==> src/rtl/pc_sequencer_if.sv <==
// rtl/pc_sequencer_if.sv - program-memory fetch handshake between sequencer and instruction memory
interface pc_sequencer_if;
    logic        req;
    logic [15:0] addr;
    logic        ack;
    logic [15:0] data;

    modport master (
        output req,
        output addr,
        input  ack,
        input  data
    );

    modport slave (
        input  req,
        input  addr,
        output ack,
        output data
    );
endinterface

==> src/rtl/pc_sequencer.sv <==
// rtl/pc_sequencer.sv - program counter and instruction-fetch sequencer for the 8-bit core
module pc_sequencer #(
    parameter logic [15:0] RESET_VEC = 16'h0000
) (
    input  logic                  clk,
    input  logic                  rst,
    pc_sequencer_if.master        imem,
    output logic [15:0]           prg,
    output logic                  exec_en,
    input  logic                  stall,
    input  logic                  halt,
    input  logic                  opw,
    input  logic [7:0]            tgt_lo,
    input  logic [7:0]            acc,
    input  logic                  jump,
    input  logic                  jumpr,
    input  logic                  page,
    input  logic                  page0,
    output logic                  halted
);

    typedef enum logic [2:0] {
        S_BOOT,
        S_FETCH,
        S_EXEC,
        S_FETCH_TGT,
        S_HALTED
    } state_t;

    state_t      state;
    logic [15:0] pc;
    logic        req;
    logic [7:0]  page_hi;

    // In EXEC the PC has already been incremented, so the page byte is that of the next word.
    assign page_hi   = page0 ? 8'h00 : pc[15:8];
    assign imem.req  = req;
    assign imem.addr = pc;
    // Execute strobe is purely state based; a stall simply withholds it.
    assign exec_en   = (state == S_EXEC) && !stall;

    // Sequencer FSM: request is registered so it never depends on the same-cycle ack.
    always_ff @(posedge clk or posedge rst) begin
        if (rst) begin
            state  <= S_BOOT;
            pc     <= RESET_VEC;
            prg    <= 16'h0000;
            req    <= 1'b0;
            halted <= 1'b0;
        end else begin
            case (state)
                S_BOOT: begin
                    state <= S_FETCH;
                    req   <= 1'b1;
                end
                S_FETCH: begin
                    if (imem.ack) begin
                        prg   <= imem.data;
                        pc    <= pc + 16'd1;
                        req   <= 1'b0;
                        state <= S_EXEC;
                    end
                end
                S_EXEC: begin
                    if (!stall) begin
                        if (halt) begin
                            halted <= 1'b1;
                            state  <= S_HALTED;
                        end else if (jumpr) begin
                            pc    <= {page_hi, acc};
                            req   <= 1'b1;
                            state <= S_FETCH;
                        end else if (jump && page) begin
                            pc    <= {page_hi, tgt_lo};
                            req   <= 1'b1;
                            state <= S_FETCH;
                        end else if (jump) begin
                            // PC already points at the absolute-target operand word.
                            req   <= 1'b1;
                            state <= S_FETCH_TGT;
                        end else if (opw) begin
                            pc    <= pc + 16'd1;
                            req   <= 1'b1;
                            state <= S_FETCH;
                        end else begin
                            req   <= 1'b1;
                            state <= S_FETCH;
                        end
                    end
                end
                S_FETCH_TGT: begin
                    // Request stays high: the target fetch follows immediately.
                    if (imem.ack) begin
                        pc    <= imem.data;
                        state <= S_FETCH;
                    end
                end
                S_HALTED: begin
                    req    <= 1'b0;
                    halted <= 1'b1;
                end
                default: begin
                    req   <= 1'b0;
                    state <= S_BOOT;
                end
            endcase
        end
    end

endmodule

==> src/flat_wrapper.sv <==
// flat-port wrapper written by rule: the top's interface ports become plain ports
module pc_sequencer_flat 
#(
    parameter logic [15:0] RESET_VEC = 16'h0000
)
  (clk, rst, prg, exec_en, stall, halt, opw, tgt_lo, acc, jump, jumpr, page, page0, halted, imem_req, imem_addr, imem_ack, imem_data);
  pc_sequencer_if imem_i ();
  input  logic clk;
  input  logic rst;
  output logic [15:0] prg;
  output logic exec_en;
  input  logic stall;
  input  logic halt;
  input  logic opw;
  input  logic [7:0] tgt_lo;
  input  logic [7:0] acc;
  input  logic jump;
  input  logic jumpr;
  input  logic page;
  input  logic page0;
  output logic halted;
  output wire logic [$bits(imem_i.req)-1:0] imem_req;
  output wire logic [$bits(imem_i.addr)-1:0] imem_addr;
  input wire logic [$bits(imem_i.ack)-1:0] imem_ack;
  input wire logic [$bits(imem_i.data)-1:0] imem_data;
  assign imem_req = imem_i.req;
  assign imem_addr = imem_i.addr;
  assign imem_i.ack = imem_ack;
  assign imem_i.data = imem_data;
  pc_sequencer #(.RESET_VEC(RESET_VEC)) u_core (.clk(clk), .rst(rst), .imem(imem_i), .prg(prg), .exec_en(exec_en), .stall(stall), .halt(halt), .opw(opw), .tgt_lo(tgt_lo), .acc(acc), .jump(jump), .jumpr(jumpr), .page(page), .page0(page0), .halted(halted));
endmodule
==> config.mk <==
export PLATFORM = sky130hd
export DESIGN_NAME = pc_sequencer_flat
export DESIGN_NICKNAME = d
export VERILOG_FILES = /design/src/rtl/pc_sequencer_if.sv /design/src/rtl/pc_sequencer.sv /design/src/flat_wrapper.sv
export SDC_FILE = /design/constraint.sdc
export NUM_CORES = 1
export LEC_CHECK = 0
export ABC_AREA = 0
export CORE_AREA = 3 3 53 104
export CTS_CLUSTER_SIZE = 8
export DETAILED_ROUTE_END_ITERATION = 10
export DIE_AREA = 0 0 56 107
export GPL_TIMING_DRIVEN = 1
export PLACE_DENSITY = 0.78
export SETUP_SLACK_MARGIN = 0.1
export SYNTH_ARGS = -nofsm -noshare
export SYNTH_HDL_FRONTEND = slang
export SYNTH_SLANG_ARGS = --single-unit
==> constraint.sdc <==
create_clock -name clk -period 2.1 [get_ports clk]
set_clock_uncertainty 0.1 [all_clocks]
set_input_delay 0.525 -clock clk [delete_from_list [all_inputs] [get_ports clk]]
set_output_delay 0.525 -clock clk [all_outputs]
set_load 0.02 [all_outputs]
-- Word-level counts from Yosys, hierarchy flattened
Cells that the tools add are included.
- register bits after elaboration: 37
- input port bits: 42
- word-level logic and storage cells: 55
- add/subtract/negate cells: 1
- eq/ne operators: 11
- muxes and demuxes: 25
- bitwise operators: 2
- reduce and logical (&&, ||, !) cells: 11
- operators with widths (cell ; number):
    2-to-1 mux 16 bit ; 8
    one-hot mux 16 bit (3 select lines) ; 1
    2-to-1 mux 3 bit ; 6
    adder 16 x 1 -> 16 bit, second input constant ; 1
    one-hot mux 3 bit (5 select lines) ; 1
    inequality test 2 bit, second input constant ; 5
    2-to-1 mux 8 bit ; 1
    inequality test 4 bit, second input constant ; 2
    AND reduction 4 bit ; 2
    AND reduction 7 bit ; 1
    == test 3 x 2 -> 1 bit, second input constant ; 2
    2-to-1 mux 1 bit ; 5
    one-hot mux 1 bit (4 select lines) ; 1
    == test 3 x 1 -> 1 bit, second input constant ; 1
    == test 3 bit, second input constant ; 1
    logical NOT 3 bit ; 1
    AND reduction 3 bit ; 1
    nonzero test 3 bit ; 1
    logical AND 1 bit ; 2
    2-to-1 mux 2 bit ; 1
    NOT 1 bit ; 2
    one-hot mux 1 bit (2 select lines) ; 1
    AND reduction 2 bit ; 1
    nonzero test 2 bit ; 1
    logical NOT 1 bit ; 1

-- Logic depth before layout (Yosys ltp)
- depth after elaboration: 8
- depth in mapped cells: 7
- depth with buffers taken out: 6

-- Worst setup path after synthesis
OpenSTA, ideal clock, no wires.
- kind: in2reg
- start: input halt
- end: register u_core.pc[10] (netlist: u_core.imem.addr[10])
- setup time: 0.069 ns
- data arrival time: 1.761 ns
- data required time: 1.931 ns
- slack: 0.170 ns
- stages: 5
- buffers on the path: 0
- cells stage by stage: or2_4 a221oi_2 o21ai_2 or4_1 nand3_1
- word-level cells in the longest chain between the ends: 2
- ends and longest elaborated chain (element ; RTL line ; source):
    start, declared ; flat_wrapper.sv:13 ; input logic halt;
    inequality test 2 bit (no line) ; - ;
    AND reduction 7 bit (no line) ; - ;
    end signal, assigned ; pc_sequencer.sv:59 ; pc <= pc + 16'd1;
    end signal, assigned ; pc_sequencer.sv:70 ; pc <= {page_hi, acc};
    end signal, assigned ; pc_sequencer.sv:74 ; pc <= {page_hi, tgt_lo};
    end, declared ; pc_sequencer.sv:31 ; logic [15:0] pc;
No other way between the ends.
A chain may end at the register's enable or synchronous reset.

-- Worst setup path in the final report
- start: register u_core.pc[13] (netlist: u_core.imem.addr[13])
- end: output imem_addr[13]
- RTL lines (element ; RTL line ; source):
    end, declared ; flat_wrapper.sv:23 ; output wire logic [$bits(imem_i.addr)-1:0] imem_addr;
No word-level cell between the ends.

==> impl_summary.log <==
INFO  metric synth_largest_area_cell = dfrtp_1
INFO  metric average_wire_per_standard_cell = 17.1 um
INFO  metric proportion_of_layout_cells_with_a_drive_suffix_above_1 = 23.3%
INFO  metric synth_top_cell_area_share = 43.4%
INFO  metric hold_path_depth = 1
INFO  metric ant_cells = 0
INFO  metric core.rowCount = 36
INFO  metric grt.overflow.total = 0
INFO  metric synth-seq-area-share = 43.4%
INFO  metric worst_max_slew_margin_expressed_relative_to_the_limit = 68.2%
INFO  metric clock_sinks = 37
INFO  metric finalHoldViolCount = 0
INFO  metric port-buffer-count = 76
INFO  metric transition_time_at_the_pin_with_the_least_slew_margin = 0.474 ns
INFO  metric cts_buffers = 5
INFO  metric grt_pass1_wl = 10,400 um
INFO  metric met3_usage = 3.37%
INFO  metric crit_type = register to primary output
INFO  metric final.setup.tns = 0 ns
INFO  metric setup_violations = 0
INFO  metric worst_ep_required_time = 1.47 ns
INFO  metric wirelength = 6470 um
INFO  metric max_stage_delay = 0.63 ns
INFO  metric clock_tree_from_tritoncts = built
INFO  metric period_minus_slack = 1.97 ns
INFO  metric class_of_the_tightest_hold_or_removal_check = register to register
INFO  metric met1_usage = 24.2%
INFO  metric library_cells_used_by_synthesis = 60
INFO  metric post-route-cell-area = 3280 um^2
INFO  metric crit_path_cell_chain = clkdlybuf4s50_1
INFO  metric grt_pass1_vias = 2,181
INFO  metric hpwlAfterDp = 4920 um
INFO  metric max_cap_viol_count = 0
INFO  metric syn2layout_area_growth = 53.8%
INFO  metric worst-r2r-setup-slack = 0.25 ns
INFO  metric clock-root-buffer = clkbuf_8
INFO  metric async_flop_share = 100%
INFO  metric total_of_flip_flops_plus_latches_after_synthesis = 37
INFO  metric synth_warnings = 0
INFO  metric worst-path-buf-inv = 1
INFO  metric mapped_cell_area = 2140 um^2
INFO  metric groute.layer.met2.usage = 40.6%
INFO  metric cts.htree.levels = 2
INFO  metric p_leak = 1.40 nW
INFO  metric grt_busiest_layer = met2
INFO  metric power.ir.vdd_worst = 0.981 mV
INFO  metric grt_util_all_layers = 22.0%
INFO  metric path_delay_family = buffers and inverters
INFO  metric synth_most_common_cell = dfrtp_1
INFO  metric crit_fanout = 4
INFO  metric synthesis.nets = 262
INFO  metric fmax = 0.508 GHz
INFO  metric postRouteAntennaNets = 0
INFO  metric worst_setup_hold_path_clk_slew = 0.09 ns
INFO  metric yosys_most_used_dff = dfrtp_1
INFO  metric vias = 2,184
INFO  metric dieArea = 5990 um^2
INFO  metric final_min_period_over_clock_period = 93.7%
INFO  metric grt_setup_unrepaired = true
INFO  metric timing.critical_path.slowest_stage_cell = clkdlybuf4s50_1
INFO  metric synth_enable_flop_cells = 0
INFO  metric min-delay-start = u_core.halted
INFO  metric largest_net_degree_at_the_start_of_global_routing = 38
INFO  metric cell_count_after_synthesis = 219
INFO  metric clock_insertion_delay_at_the_later_pin_of_the_skew_report = 0.30 ns
INFO  metric initial_utilization = 43.9%
INFO  metric route.detailed.vias_per_inst = 5.76
INFO  metric holdBufCountCts = 0
INFO  metric drt_drc_violations_left = 0
INFO  metric floorplan.die.height = 107 um
INFO  metric drtIter0Drc = 84
INFO  metric worstReg2RegStart = u_core.state[2]
INFO  metric timing.critical_path.to_type = primary output
INFO  metric power-per-cell-area = 1370 nW/um^2
INFO  metric max-clock-path-buffers = 2
INFO  metric number_of_antenna_violations_at_the_first_check_in_global_routing = 0
INFO  metric finalNetCount = 364
INFO  metric worstPathArrival = 1.34 ns
INFO  metric crit_path_start_kind = register
INFO  metric place.gp.congestion = 0.820
INFO  metric hold-path-endpoint = u_core.halted
INFO  metric placedInstanceArea = 3130 um^2
INFO  metric ff2ff_path_depth = 7
INFO  metric r2r_path_end = u_core.imem.addr[7]
INFO  metric outcome = completed
INFO  metric die_w = 56 um
INFO  metric synth_top_cells_by_area = dfrtp_1 43%, mux2_2 9.5%, o21ai_0 3.7%, nand2_1 3.0%, nor2_1 2.6%
INFO  metric first_pass_iters = 4
INFO  metric final_max_slew_viol_count = 0
INFO  metric core_region_area = 4860 um^2
INFO  metric top_post_synthesis_cells_by_count = 37 x dfrtp_1, 18 x mux2_2, 17 x nand2_1
INFO  metric io_pins = 77
INFO  metric postSynthAreaPerCell = 9.75 um^2
## where the power goes
part	total [W]	internal (W)	switching (W)	leakage (nW)
Clock	0.000632	0.000357	0.000275	0.0554
Sequential	0.00134	0.00105	0.000294	0.446
Combinational	0.00254	0.00128	0.00126	0.900
## placed cells by master (no fill, tap or decap), types with 2 or more instances in the layout
cell	synthesis	routed
a211oi_1	3	3
a21oi_1	11	11
a221oi_1	3	3
a31oi_1	5	5
and2b_1	2	2
and3_1	4	4
buf_4	0	32
clkbuf_8	1	5
clkdlybuf4s50_1	0	57
dfrtp_1	37	37
dlygate4sd2_1	0	12
dlymetal6s2s_1	0	6
inv_1	4	4
mux2_2	18	18
nand2_1	17	17
nand2b_1	2	2
nand3_1	10	9
nand4_1	2	2
nand4b_1	2	2
nor2_1	15	15
nor3b_1	2	2
nor4b_1	2	2
o21a_2	1	2
o21ai_0	16	16
o21ai_1	8	8
o21ai_2	2	2
o311ai_1	4	4
o31a_1	2	2
or4_1	2	2
## worst max path at each step
| stage | startpoint | endpoint | cells after the start | slack [ns] |
|---|---|---|---|---|
| 2_1_floorplan | halt | u_core.imem.addr[10] | 5 | 0.17 |
| 3_3_place_gp | jump | u_core.imem.addr[11] | 6 | -0.44 |
| 3_5_place_dp | jump | u_core.imem.addr[11] | 6 | -0.41 |
| 4_1_cts | u_core.imem.addr[0] | imem_addr[0] | 1 | 0.10 |
| 5_1_grt | u_core.state[2] | u_core.imem.addr[9] | 7 | 0.10 |
| 6_report | u_core.imem.addr[13] | imem_addr[13] | 1 | 0.13 |
## flip-flops by register name (all words and copies together) (netlist names)
name	flops
u_core.halted	1
u_core.imem.req	1
u_core.state	3
u_core.prg	16
u_core.imem.addr	16
## cells by family after synthesis
kind of cell | after synthesis | share of synthesized area (%)
buffers and inverters | 19 | 4.57
adder cells (fa/ha/maj) | 1 | 0.586
multiplexers | 19 | 9.96
flip-flops | 37 | 43.4
AND/OR/NAND/NOR | 72 | 19.0
AO/OA/AOI/OAI | 71 | 22.5
## timing repair
action,4_1_cts,5_1_grt
gates cloned,0,0
buffers inserted,2,1
endpoints found under the setup margin,26,14
resized for setup,18,10
pin swaps,3,2
hold endpoints to repair,0,0
## area by class of cell
cell class                 count  area [um^2]
tap                           57         71.3
multi-input combinational    163         1140
clock inverter                 2         38.8
inverter                       5         20.0
timing repair buffer         109         1020
fill                         409         1580
sequential                    37          926
clock buffer                   6         72.6
## routing by layer
layer  vias up  share of wire [%]
met5         -                  0
met4         0                2.4
met3        13                5.3
met2        84                 57
met1      1060                 35
li1       1027                  -
## stage by stage
step                hold slack [ns]  std cells  utilization [%]  total power, W  setup WS (ns)
floorplan                     0.430        219                -         0.00271          0.170
global placement              0.357        368             64.3         0.00383         -0.435
detailed placement            0.376        368             64.3         0.00389         -0.415
CTS                           0.396        378             67.1         0.00453          0.103
global route                  0.417        379             67.5         0.00480          0.100
finish                        0.387        379             67.5         0.00451          0.133
(Power assumes the default switching activity.)
